## config.mk

```make
export PLATFORM = sky130hd
export DESIGN_NAME = rv_ctl
export DESIGN_NICKNAME = d
export VERILOG_FILES = /design/src/rtl/rv_ctl.sv
export SDC_FILE = /design/constraint.sdc
export NUM_CORES = 1
export LEC_CHECK = 0
export CAP_MARGIN = 15
export CORE_ASPECT_RATIO = 0.8
export CORE_UTILIZATION = 47
export DETAILED_ROUTE_END_ITERATION = 12
export GPL_ROUTABILITY_DRIVEN = 1
export PLACE_DENSITY = 0.89
export SYNTH_ARGS = -nofsm -noshare
export SYNTH_HDL_FRONTEND = slang
export SYNTH_SLANG_ARGS = --single-unit
export TNS_END_PERCENT = 1
```

## constraint.sdc

```tcl
create_clock -name clk -period 4.8 [get_ports clk]
set_clock_uncertainty 0.2 [all_clocks]
set_input_delay 0.96 -clock clk [delete_from_list [all_inputs] [get_ports clk]]
set_output_delay 0.96 -clock clk [all_outputs]
set_load 0.01 [all_outputs]
```

## src/rtl/rv_ctl.sv

```systemverilog
// rv_ctl: multicycle control FSM for the simple RISC-V core.
//
// Decodes the IR contents supplied by the datapath and sequences
// FETCH -> DECODE -> EXEC -> (MEM) -> (WB) for the supported subset
// (R-type ALU, I-type ALU, LW, SW, BEQ, BNE, JAL). Any other encoding
// parks the FSM in HALT with trap raised until reset.
//
// Ports
//   clk, rst          clock (rising edge), asynchronous active-low reset
//   instr             IR contents from the datapath
//   zero              ALU result-is-zero flag (combinational)
//   imem_ready        instruction word valid this cycle
//   dmem_ready        data access completes this cycle
//   pcsourse..mdrwrite single-bit datapath strobes and selects
//   wbsel, immsel     2-bit datapath selects
//   alusel            4-bit ALU operation
//   dmem_re, dmem_we  level data-memory read / write requests
//   trap              illegal instruction, core halted
//   retired           count of completed instructions (wraps)
//   state_dbg         current state encoding
module rv_ctl #(
    parameter int unsigned DPWIDTH = 32,
    parameter int unsigned CNTW    = 32
) (
    input  logic               clk,
    input  logic               rst,
    input  logic [DPWIDTH-1:0] instr,
    input  logic               zero,
    input  logic               imem_ready,
    input  logic               dmem_ready,
    output logic               pcsourse,
    output logic               pcwrite,
    output logic               pccen,
    output logic               irwrite,
    output logic               regwen,
    output logic               asel,
    output logic               bsel,
    output logic               mdrwrite,
    output logic [1:0]         wbsel,
    output logic [1:0]         immsel,
    output logic [3:0]         alusel,
    output logic               dmem_re,
    output logic               dmem_we,
    output logic               trap,
    output logic [CNTW-1:0]    retired,
    output logic [2:0]         state_dbg
);

    // Select encodings shared with the datapath.
    localparam logic       PC_PLUS4  = 1'b0;
    localparam logic       PC_ALU    = 1'b1;
    localparam logic [1:0] WB_ALUOUT = 2'd0;
    localparam logic [1:0] WB_MDR    = 2'd1;
    localparam logic [1:0] WB_PC     = 2'd2;
    localparam logic [1:0] IMM_L     = 2'd0;
    localparam logic [1:0] IMM_S     = 2'd1;
    localparam logic [1:0] IMM_B     = 2'd2;
    localparam logic [1:0] IMM_J     = 2'd3;
    localparam logic       ALUA_REG  = 1'b0;
    localparam logic       ALUA_PCC  = 1'b1;
    localparam logic       ALUB_REG  = 1'b0;
    localparam logic       ALUB_IMM  = 1'b1;
    localparam logic [3:0] ALU_ADD   = 4'd0;
    localparam logic [3:0] ALU_SUB   = 4'd1;
    localparam logic [3:0] ALU_SLL   = 4'd2;
    localparam logic [3:0] ALU_SLT   = 4'd3;
    localparam logic [3:0] ALU_SLTU  = 4'd4;
    localparam logic [3:0] ALU_XOR   = 4'd5;
    localparam logic [3:0] ALU_SRL   = 4'd6;
    localparam logic [3:0] ALU_SRA   = 4'd7;
    localparam logic [3:0] ALU_OR    = 4'd8;
    localparam logic [3:0] ALU_AND   = 4'd9;

    typedef enum logic [2:0] {
        StFetch  = 3'd0,
        StDecode = 3'd1,
        StExec   = 3'd2,
        StMem    = 3'd3,
        StWb     = 3'd4,
        StHalt   = 3'd5
    } state_e;

    state_e            state_q, state_d;
    logic [CNTW-1:0]   retired_q, retired_d;

    // Instruction field decode
    logic [6:0] opcode;
    logic [2:0] funct3;
    logic       alt;
    logic       is_r, is_i, is_lw, is_sw, is_br, is_jal, legal;
    logic       unused_instr_bits;

    assign opcode = instr[6:0];
    assign funct3 = instr[14:12];
    assign alt    = instr[30];
    assign unused_instr_bits = ^{instr[DPWIDTH-1:31], instr[29:15], instr[11:7]};

    assign is_r   = (opcode == 7'b0110011);
    assign is_i   = (opcode == 7'b0010011);
    assign is_lw  = (opcode == 7'b0000011) && (funct3 == 3'b010);
    assign is_sw  = (opcode == 7'b0100011) && (funct3 == 3'b010);
    assign is_br  = (opcode == 7'b1100011) && (funct3[2:1] == 2'b00);
    assign is_jal = (opcode == 7'b1101111);
    assign legal  = is_r | is_i | is_lw | is_sw | is_br | is_jal;

    // funct3 -> ALU op. sub_en only applies to R-type; I-type 000 is always ADD.
    function automatic logic [3:0] alu_op(logic [2:0] f3, logic sub_en, logic sra_en);
        logic [3:0] op;
        case (f3)
            3'b000:  op = sub_en ? ALU_SUB : ALU_ADD;
            3'b001:  op = ALU_SLL;
            3'b010:  op = ALU_SLT;
            3'b011:  op = ALU_SLTU;
            3'b100:  op = ALU_XOR;
            3'b101:  op = sra_en ? ALU_SRA : ALU_SRL;
            3'b110:  op = ALU_OR;
            default: op = ALU_AND;
        endcase
        return op;
    endfunction

    always_comb begin
        state_d  = state_q;
        pcsourse = PC_PLUS4;
        pcwrite  = 1'b0;
        pccen    = 1'b0;
        irwrite  = 1'b0;
        regwen   = 1'b0;
        mdrwrite = 1'b0;
        dmem_re  = 1'b0;
        dmem_we  = 1'b0;
        wbsel    = WB_ALUOUT;
        immsel   = IMM_L;
        asel     = ALUA_REG;
        bsel     = ALUB_IMM;
        alusel   = ALU_ADD;

        case (state_q)
            StFetch: begin
                if (imem_ready) begin
                    irwrite  = 1'b1;
                    pcwrite  = 1'b1;
                    pccen    = 1'b1;
                    pcsourse = PC_PLUS4;
                    state_d  = StDecode;
                end
            end
            StDecode: begin
                // Precompute the branch/jump target into aluout.
                asel    = ALUA_PCC;
                bsel    = ALUB_IMM;
                alusel  = ALU_ADD;
                immsel  = is_jal ? IMM_J : IMM_B;
                state_d = legal ? StExec : StHalt;
            end
            StExec: begin
                if (is_r) begin
                    asel    = ALUA_REG;
                    bsel    = ALUB_REG;
                    alusel  = alu_op(funct3, alt, alt);
                    state_d = StWb;
                end else if (is_i) begin
                    bsel    = ALUB_IMM;
                    immsel  = IMM_L;
                    alusel  = alu_op(funct3, 1'b0, alt);
                    state_d = StWb;
                end else if (is_lw || is_sw) begin
                    alusel  = ALU_ADD;
                    bsel    = ALUB_IMM;
                    immsel  = is_sw ? IMM_S : IMM_L;
                    state_d = StMem;
                end else if (is_br) begin
                    asel     = ALUA_REG;
                    bsel     = ALUB_REG;
                    alusel   = ALU_SUB;
                    pcsourse = PC_ALU;
                    // BEQ (funct3[0]=0) takes on zero, BNE on ~zero.
                    pcwrite  = zero ^ funct3[0];
                    state_d  = StFetch;
                end else if (is_jal) begin
                    pcwrite  = 1'b1;
                    pcsourse = PC_ALU;
                    regwen   = 1'b1;
                    wbsel    = WB_PC;
                    state_d  = StFetch;
                end else begin
                    state_d = StHalt;
                end
            end
            StMem: begin
                if (is_lw) begin
                    dmem_re = 1'b1;
                    if (dmem_ready) begin
                        mdrwrite = 1'b1;
                        state_d  = StWb;
                    end
                end else begin
                    dmem_we = 1'b1;
                    if (dmem_ready) begin
                        state_d = StFetch;
                    end
                end
            end
            StWb: begin
                regwen  = 1'b1;
                wbsel   = is_lw ? WB_MDR : WB_ALUOUT;
                state_d = StFetch;
            end
            StHalt: begin
                state_d = StHalt;
            end
            default: begin
                state_d = StHalt;
            end
        endcase

        // No write may complete while reset is held, even mid-instruction.
        if (!rst) begin
            pcwrite  = 1'b0;
            pccen    = 1'b0;
            irwrite  = 1'b0;
            regwen   = 1'b0;
            mdrwrite = 1'b0;
            dmem_re  = 1'b0;
            dmem_we  = 1'b0;
        end
    end

    // Retire on every return to FETCH from a completing state.
    always_comb begin
        retired_d = retired_q;
        if ((state_q == StExec || state_q == StMem || state_q == StWb) &&
            (state_d == StFetch)) begin
            retired_d = retired_q + CNTW'(1);
        end
    end

    always_ff @(posedge clk or negedge rst) begin
        if (!rst) begin
            state_q   <= StFetch;
            retired_q <= '0;
        end else begin
            state_q   <= state_d;
            retired_q <= retired_d;
        end
    end

    assign trap      = (state_q == StHalt);
    assign retired   = retired_q;
    assign state_dbg = state_q;

endmodule

```

Word-level counts from Yosys, hierarchy flattened. Index checks and enable logic that the tools add are counted.

Flip-flop bits (word level): 35. Input port bits: 37. Word-level logic and storage cells: 107.

Add/subtract/negate cells: 1. Eq/ne operators: 17. Mux-type cells: 70. Bitwise gates (word level): 6. Reduce and logical (&&, ||, !) cells: 11.

Operator list (number): $pmux W4 S7 (2); $mux W1 (45); $add A32 B1 Y32 const B (1); $mux W3 (10); $eq A3 B3 Y1 const B (5); $pmux W3 S5 (1); $eq A7 B6 Y1 const B (2); $eq A7 B7 Y1 const B (2); $eq A3 B2 Y1 const B (4); $mux W4 (3); $mux W2 (5); $logic_not A3 Y1 (3); $pmux W2 S2 (2); $eq A7 B2 Y1 const B (1); $eq A7 B5 Y1 const B (1); $eq A3 B1 Y1 const B (2); $or A1 B1 Y1 (5); $logic_and A1 B1 Y1 (4); $pmux W1 S2 (2); $logic_or A1 B1 Y1 (3); $logic_not A2 Y1 (1); $xor A1 B1 Y1 (1).

Longest topological paths before layout. Gate-level depths: netlist of run 1.

Depth after elaboration: 10. Depth in mapped cells: 8. Mapped depth without buffers: 6.

Worst setup path before layout of run 1. No wires, ideal clock.

Path kind: input -> output. Start point: input instr[14]. End point: output pcwrite. Arrival: 2733 ps. Required time: 3640 ps. Path slack: 907 ps. Cell stages on the path: 6. Buffers on the path: 1. Cells stage by stage: buf_2 -> or4_4 -> a2111o_1 -> nor2_1 -> nor4b_1 -> o21a_1.

Cells in the longest elaborated chain, start to end: 8. Elaborated cells between the ends (all ways): 12. Those cells by class: 1 x eq/ne; 6 x mux; 5 x reduce/logical.

RTL lines: from (decl) (line 27) `input logic [DPWIDTH-1:0] instr,`; $eq A3 B2 Y1 or $logic_not A2 Y1 (tied branches) (line 100, 101, 102); $logic_and A1 B1 Y1, on equally long branches (line 100, 101, 102); $logic_or A1 B1 Y1 or $mux W1 (tied branches) (line 167, 172); $mux W1 * (line 167) `end else if (is_lw || is_sw) begin`; $mux W1 * (line 162) `end else if (is_i) begin`; $mux W1 * (line 157) `if (is_r) begin`; $pmux W1 S2 * (line 138) `case (state_q)`; $mux W1 * (line 218) `if (!rst) begin`; to (decl) (line 32) `output logic pcwrite,`.

Mark *: on every way between the ends. The rest lies on a longest branch, timed or not.

Final worst setup path of run 1. Ends and elaborated chain as after synthesis.

==> metrics.yaml, run 1 <==
hold_end: "retired[31]$_DFFE_PN0P_"
cts_tree: "yes"
utilization_pct: 68.2
first_pass_iters: 5
die_w_um: 80.3
num_vias: 2134
path_cells: "clkdlybuf4s50_1 > or4_4 > a2111o_1 > nor2_1 > nor4b_1 > o21a_1 > clkdlybuf4s50_1"
finalHoldViolations: 0
rows: 22
netlist-cell-type-count: 43
status: "complete, no violations"
cts_sinks: 35
cp.arrival_ns: 3.40
cp-end-kind: "output pin"
max-vdd-ir-drop_mv: 0.408
r2r_cells: 6
syn_nets: 283
htree_levels: 2
reg2reg_setup_slack_ns: 2.11
clk_path_buf_depth: 2
die_area_mm2: 0.00519
pin_count: 91
grt_pass1_vias: 1979
worstSkewPairLatency_ns: 0.29
ant_nets: 0
clk_pin_slew_ns: 0.08
antenna_found_initial: 0
crit_top_cell: "clkdlybuf4s50_1"
cts_setup_buffers: 0
switchingPower_uw: 441
setup_viol: 0
cp-start-kind: "input pin"
yosysMostFrequentCell: "dfrtp_1"
period_share_pct: 94.9
holdPathStages: 1
synth_area_per_cell_um2: 9.42
worstHoldStart: "retired[31]$_DFFE_PN0P_"
synth_edf_count: 0
hold_path_class: "register to register"
worstPathMaxFanout: 2
rr_startpoint: "state_dbg[0]$_DFF_PN0_"
cts_hold_buf: 0
p_int_uw: 710
switching_share_pct: 38.3
leakagePower_nw: 1.32
port_buffers: 69
finalCriticalPeriod_ns: 4.56
n_antenna_cell: 0
drt_iter0_drc: 123
r2r_end: "retired[1]$_DFFE_PN0P_"
fin_setup_tns_ns: 0
ys.flop_type: "dfrtp_1"
post-synth-top-area-cell: "dfrtp_1"
critPathSlowestCell: "or4_4"
clkPwrFrac_pct: 28.0
ys_seq_elements: 35
worstMarginPinSlew_ns: 0.685
start_util_pct: 49.6
fmax_mhz: 219
drcViolationCount: 0
critPathTopFamily: "buffers and inverters"
critPathKind: "input pin to output pin"
yosysSeqAreaShare_pct: 38.0
powerDensity_mw_per_mm2: 363
wl_per_cell_um: 15.7
drive_gt1_share_pct: 13.3
die_h_um: 64.7
timing.final.ws_setup_ns: 0.242
grt_pass1_wl_um: 9630
grt_overflow: 0
maxSlewHeadroom_pct: 53.9
yosys_warnings: 0
grt_max_degree: 39
synth_common_cells: "dfrtp_1, xor2_1, nand2_1"
synthCells: 245
slowest_delay_ns: 0.53
maxCapViolations: 0
required_ns: 3.64
seqPwrFrac_pct: 33.6
syn_to_final_growth_pct: 37.5
via_per_inst: 5.69
netlist_top_cells_area: "dfrtp_1, xor2_1, nor4_2"
core_mm2: 0.00465
ctsResizeCount: 0
cts_buffers: 5
dp_hpwl_um: 4240
path_buf_inv: 2
slew_viol_final: 0
synth_area_mm2: 0.00231
synth_top_area_share_pct: 38.0
final_nets: 352
wirelength_um: 5890
place_ws_ns: 0.226
cts_root_buf: "clkbuf_8"
comb_power_share_pct: 38.4
grt_setup_unrepaired: "no"
grt_usage_pct: 24.1
postSynth.asyncResetShare_pct: 100
routabilityCongestion: 0.867
==> worst max path at each step <==
stage	startpoint	end	slack (ns)	depth (start not counted)
floorplan	instr[14]	pcwrite	0.91	6
global route	instr[13]	pcwrite	0.14	7
global placement	instr[13]	pcwrite	0.27	7
CTS	instr[2]	pcwrite	0.23	7
finish	instr[14]	pcwrite	0.24	7
detailed placement	instr[2]	pcwrite	0.23	7
==> area by class of cell <==
class	instances	area (um^2)
multi-input cells	187	1310
fillers	371	1480
clock buffers	5	68.8
well taps	60	75.1
inverters	9	33.8
repair buffers	76	738
clock inverters	3	67.6
flip-flops and latches	35	876
==> worst reg2reg max path, stage by stage, from the launching register on <==
cell,delay [ns]
dfrtp_1,0.59
inv_1,0.18
nor3_1,0.58
a31oi_4,0.20
nand3_4,0.38
nor2_1,0.15
mux2_2,0.29
==> cell usage in the layout, fill, tap and decap left out, drive strengths merged, types with 3 or more instances in the layout <==
| cell type | synthesis | layout |
|---|---|---|
| clkdlybuf4s50 | 0 | 68 |
| a21oi | 4 | 4 |
| o21ai | 5 | 5 |
| xor2 | 30 | 30 |
| and2 | 5 | 5 |
| inv | 9 | 9 |
| and4 | 4 | 4 |
| nor2 | 19 | 19 |
| buf | 9 | 8 |
| nor4 | 20 | 20 |
| nor4b | 5 | 5 |
| nand4 | 5 | 5 |
| nand2 | 24 | 24 |
| and3 | 4 | 4 |
| nand3 | 21 | 21 |
| nand2b | 3 | 3 |
| nor3 | 14 | 14 |
| clkbuf | 5 | 5 |
| dfrtp | 35 | 35 |
==> kinds of logic after synthesis <==
| family | Yosys count | share of synthesized area [%] |
|---|---|---|
| AOI/OAI and AO/OA | 19 | 6.18 |
| xor gates and xnor gates | 32 | 12.1 |
| adders and majority gates | 1 | 0.542 |
| buffers and inverters | 23 | 5.10 |
| DFF | 35 | 38.0 |
| muxes | 1 | 0.488 |
| and+or+nand+nor | 134 | 37.6 |
==> metal layers <==
layer / vias to the layer above / track usage (%) / share of wire (%)
li1: 1011 / - / -
met4: 0 / 8.26 / 1.7
met2: 90 / 37.1 / 47
met1: 1021 / 33.8 / 46
met3: 12 / 4.65 / 5.9
met5: - / 0 / 0
==> state kept, by name, summed over array words and instances, names as in the netlist <==
name,flops
retired,32
state_dbg,3
==> through the flow <==
step / instance area (um^2) / total power [mW] / cells / hold WS, ns
after global placement: 3040 / 0.818 / 367 / 0.257
after detailed placement: 3040 / 0.832 / 367 / 0.269
final: 3170 / 1.15 / 375 / 0.289
after CTS: 3170 / 1.15 / 375 / 0.286
after floorplan: 2310 / 0.687 / 245 / 0.304
after global routing: 3170 / 1.21 / 375 / 0.306
==> power groups by stage <==
| stage | clock (mW) | sequential, mW | combinational, mW |
|---|---|---|---|
| after global placement | 0 | 0.387 | 0.431 |
| after CTS | 0.326 | 0.386 | 0.442 |
| after global routing | 0.337 | 0.395 | 0.474 |
| after floorplan | 0 | 0.380 | 0.307 |
| final | 0.323 | 0.386 | 0.441 |
| after detailed placement | 0 | 0.391 | 0.441 |
Note: power is estimated with default switching activity, not from simulation.
==> run 2, diff against run 1 <==
Settings changed: ABC_CLOCK_PERIOD_IN_PS from default to 4800.
==> results of run 2 <==
Same layout as run 1: the final DEF is identical, and so are final timing and power.
==> run 3, diff against run 2 <==
Settings changed: ABC_AREA from default to 1, CORE_UTILIZATION 47 to 32, PLACE_DENSITY 0.89 to 0.63.
==> run 3 against run 2 <==
Net effect: design area increased by 11%; area after synthesis increased by 14%; final cell count increased by 55%; sequential power decreased by 24%; combinational power decreased by 93%; register-to-register slack improved by 0.06 ns; flip-flop and latch count unchanged; power decreased by 47%; sequential share of layout area decreased by 2.8 points; wire length increased by 31%; critical path depth increased by 2; largest power group is now sequential cells; utilization decreased by 24 points.
==> metrics.yaml, run 3 <==
status: "complete, no violations"
num_vias: 2858  # +34%
leakagePower_nw: 1.68  # +27%
worstPathMaxFanout: 6  # +4
finalCriticalPeriod_ns: 4.14  # -0.414 ns
die_area_mm2: 0.00862  # +66%
setup_viol: 0  # unchanged
wirelength_um: 7700  # +31%
largest_reg_flops: 32  # unchanged
die_h_um: 83.2  # +29%
rows: 29  # +32%
n_antenna_cell: 0  # unchanged
grt_setup_unrepaired: "no"
slowest_delay_ns: 0.55  # +0.02 ns
wl_met3_um: 457  # +31%
yosysSeqAreaShare_pct: 33.2  # -4.8 points
p_total_uw: 608  # -47%
routabilityCongestion: 0.947  # +9.3%
synth_area_per_cell_um2: 6.52  # -31%
grt_pass1_vias: 2638  # +33%
met2_length_um: 3200  # +16%
syn_nets: 443  # +57%
cp.arrival_ns: 2.98  # -0.42 ns
utilization_pct: 44.4  # -24 points
dr.max_layer_used: "met4"
critPathSlowestCell: "clkdlybuf4s50_1"
core_mm2: 0.00795  # +71%
finalNonFillerCells: 582  # +55%
grt_overflow: 0  # unchanged
antenna_found_initial: 0  # unchanged
synthCells: 405  # +65%
worstSkewPairLatency_ns: 0.30  # about the same
ant_nets: 0  # unchanged
drcViolationCount: 0  # unchanged
wl_met1_um: 3950  # +47%
port_buffers: 69  # unchanged
fin_setup_tns_ns: 0  # unchanged
clk_pin_slew_ns: 0.08  # about the same
clk_path_buf_depth: 2  # unchanged
cp-end-kind: "output pin"
critPathKind: "input pin to output pin"
fmax_mhz: 241  # +10%
r2r_cells: 10  # +4
post-synth-top-area-cell: "dfrtp_1"
required_ns: 3.64  # about the same
final_cell_mix: "nand2_1, clkdlybuf4s50_1, nand3_1, nor2_1"
first_pass_iters: 4  # -1
wl_per_cell_um: 13.2  # -16%
cts_sinks: 35  # unchanged
crit_end: "regwen"
ctsResizeCount: 0  # unchanged
rr_startpoint: "state_dbg[2]$_DFF_PN0_"
htree_levels: 2  # unchanged
postSynth.asyncResetShare_pct: 100  # unchanged
synth_area_mm2: 0.00264  # +14%
maxSlewHeadroom_pct: 57.7  # +3.9 points
dp_hpwl_um: 5790  # +37%
hold_path_class: "register to register"
drive_gt1_share_pct: 4.64  # -8.7 points
finalHoldViolations: 0  # unchanged
powerDensity_mw_per_mm2: 172  # -52%
slew_viol_final: 0  # unchanged
final_nets: 511  # +45%
reg2reg_setup_slack_ns: 2.17  # +0.06 ns
cts_buffers: 5  # unchanged
cts_tree: "yes"
maxCapViolations: 0  # unchanged
yosys_warnings: 0  # unchanged
period_share_pct: 86.3  # -8.6 points
numPlacedInstances: 574  # +56%
drt_iter0_drc: 185  # +50%
synth_edf_count: 0  # unchanged
cts_hold_buf: 0  # unchanged
final_common_cell: "nand2_1"
synth_common_cells: "nand2_1, nand3_1, nor2_1"
path_cells: "clkdlybuf4s50_1 > inv_1 > nand3_1 > nor2_1 > nand2_1 > inv_1 > nor3_1 > o21a_1 > clkdlybuf4s50_1"
netlist-cell-type-count: 28  # -35%
ys.flop_type: "dfrtp_1"
grt_max_degree: 36  # -7.7%
yosysMostFrequentCell: "nand2_1"
synth_top_area_share_pct: 33.2  # -4.8 points
die_w_um: 104  # +29%
via_per_inst: 4.91  # -14%
r2r_end: "retired[14]$_DFFE_PN0P_"
worstMarginPinSlew_ns: 0.632  # -0.0528 ns
critical_path.startpoint: "instr[12]"
pin_count: 91  # unchanged
grt_usage_pct: 18.9  # -5.2 points
cts_root_buf: "clkbuf_8"
ys_seq_elements: 35  # unchanged
syn_to_final_growth_pct: 33.6
timing.final.ws_setup_ns: 0.656  # +0.414 ns
grt_pass1_wl_um: 13300  # +38%
cp-start-kind: "input pin"
max-vdd-ir-drop_mv: 0.103  # -75%
netlist_top_cells_area: "dfrtp_1, nand2_1, nand3_1"
cts_setup_buffers: 0  # unchanged
start_util_pct: 33.2  # -16 points
place_ws_ns: 0.678  # +0.452 ns
==> run 3: metrics by stage <==
stage               hold slack [ns]  area, um^2
finish                        0.339        3520
global route                  0.411        3520
CTS                           0.333        3520
detailed placement            0.316        3410
global placement              0.301        3410
floorplan                     0.339        2640
==> run 3: how the worst min path moves through the flow <==
| stage | cells after the start | slack [ns] | from | endpoint |
|---|---|---|---|---|
| floorplan | 2 | 0.34 | retired[31]$_DFFE_PN0P_ | retired[31]$_DFFE_PN0P_ |
| global placement | 2 | 0.30 | retired[31]$_DFFE_PN0P_ | retired[31]$_DFFE_PN0P_ |
| detailed placement | 2 | 0.32 | retired[31]$_DFFE_PN0P_ | retired[31]$_DFFE_PN0P_ |
| CTS | 2 | 0.33 | retired[31]$_DFFE_PN0P_ | retired[31]$_DFFE_PN0P_ |
| global route | 2 | 0.41 | retired[12]$_DFFE_PN0P_ | retired[12]$_DFFE_PN0P_ |
| finish | 2 | 0.34 | retired[31]$_DFFE_PN0P_ | retired[31]$_DFFE_PN0P_ |
==> run 3: area by class of cell <==
cell class | instances | area [um^2]
fillers | 808 | 4420
well taps | 108 | 135
multi-input cells | 321 | 1550
repair buffers | 72 | 708
flip-flops and latches | 35 | 876
clock buffers | 6 | 82.6
clock inverters | 2 | 35.0
inverters | 38 | 143
==> run 3: where the power goes <==
part           internal [mW]  total [mW]  switching [mW]
logic                 0.0139      0.0314          0.0175
clock network          0.168       0.282           0.113
registers              0.295       0.295               0
total                  0.477       0.608           0.131
==> run 3: critical path, delay by kind of cell <==
kind                   cells  cell delay, ns
AOI/OAI and AO/OA          1            0.18
and+or+nand+nor            4            0.61
buffers and inverters      4            1.23
==> run 3: layer usage <==
layer	GRT usage, %	vias up
li1	-	1433
met1	28.6	1339
met2	26.2	73
met3	4.55	13
met4	5.01	0
met5	0	-
==> run 3: logic make-up after synthesis <==
kind of cell	count (synthesis)	share of synthesized area (%)
XOR/XNOR	26	8.63
flip-flops	35	33.2
buffers and inverters	49	8.25
adder cells (fa/ha/maj)	1	0.474
AND/OR/NAND/NOR	281	46.8
AO/OA/AOI/OAI	13	2.70
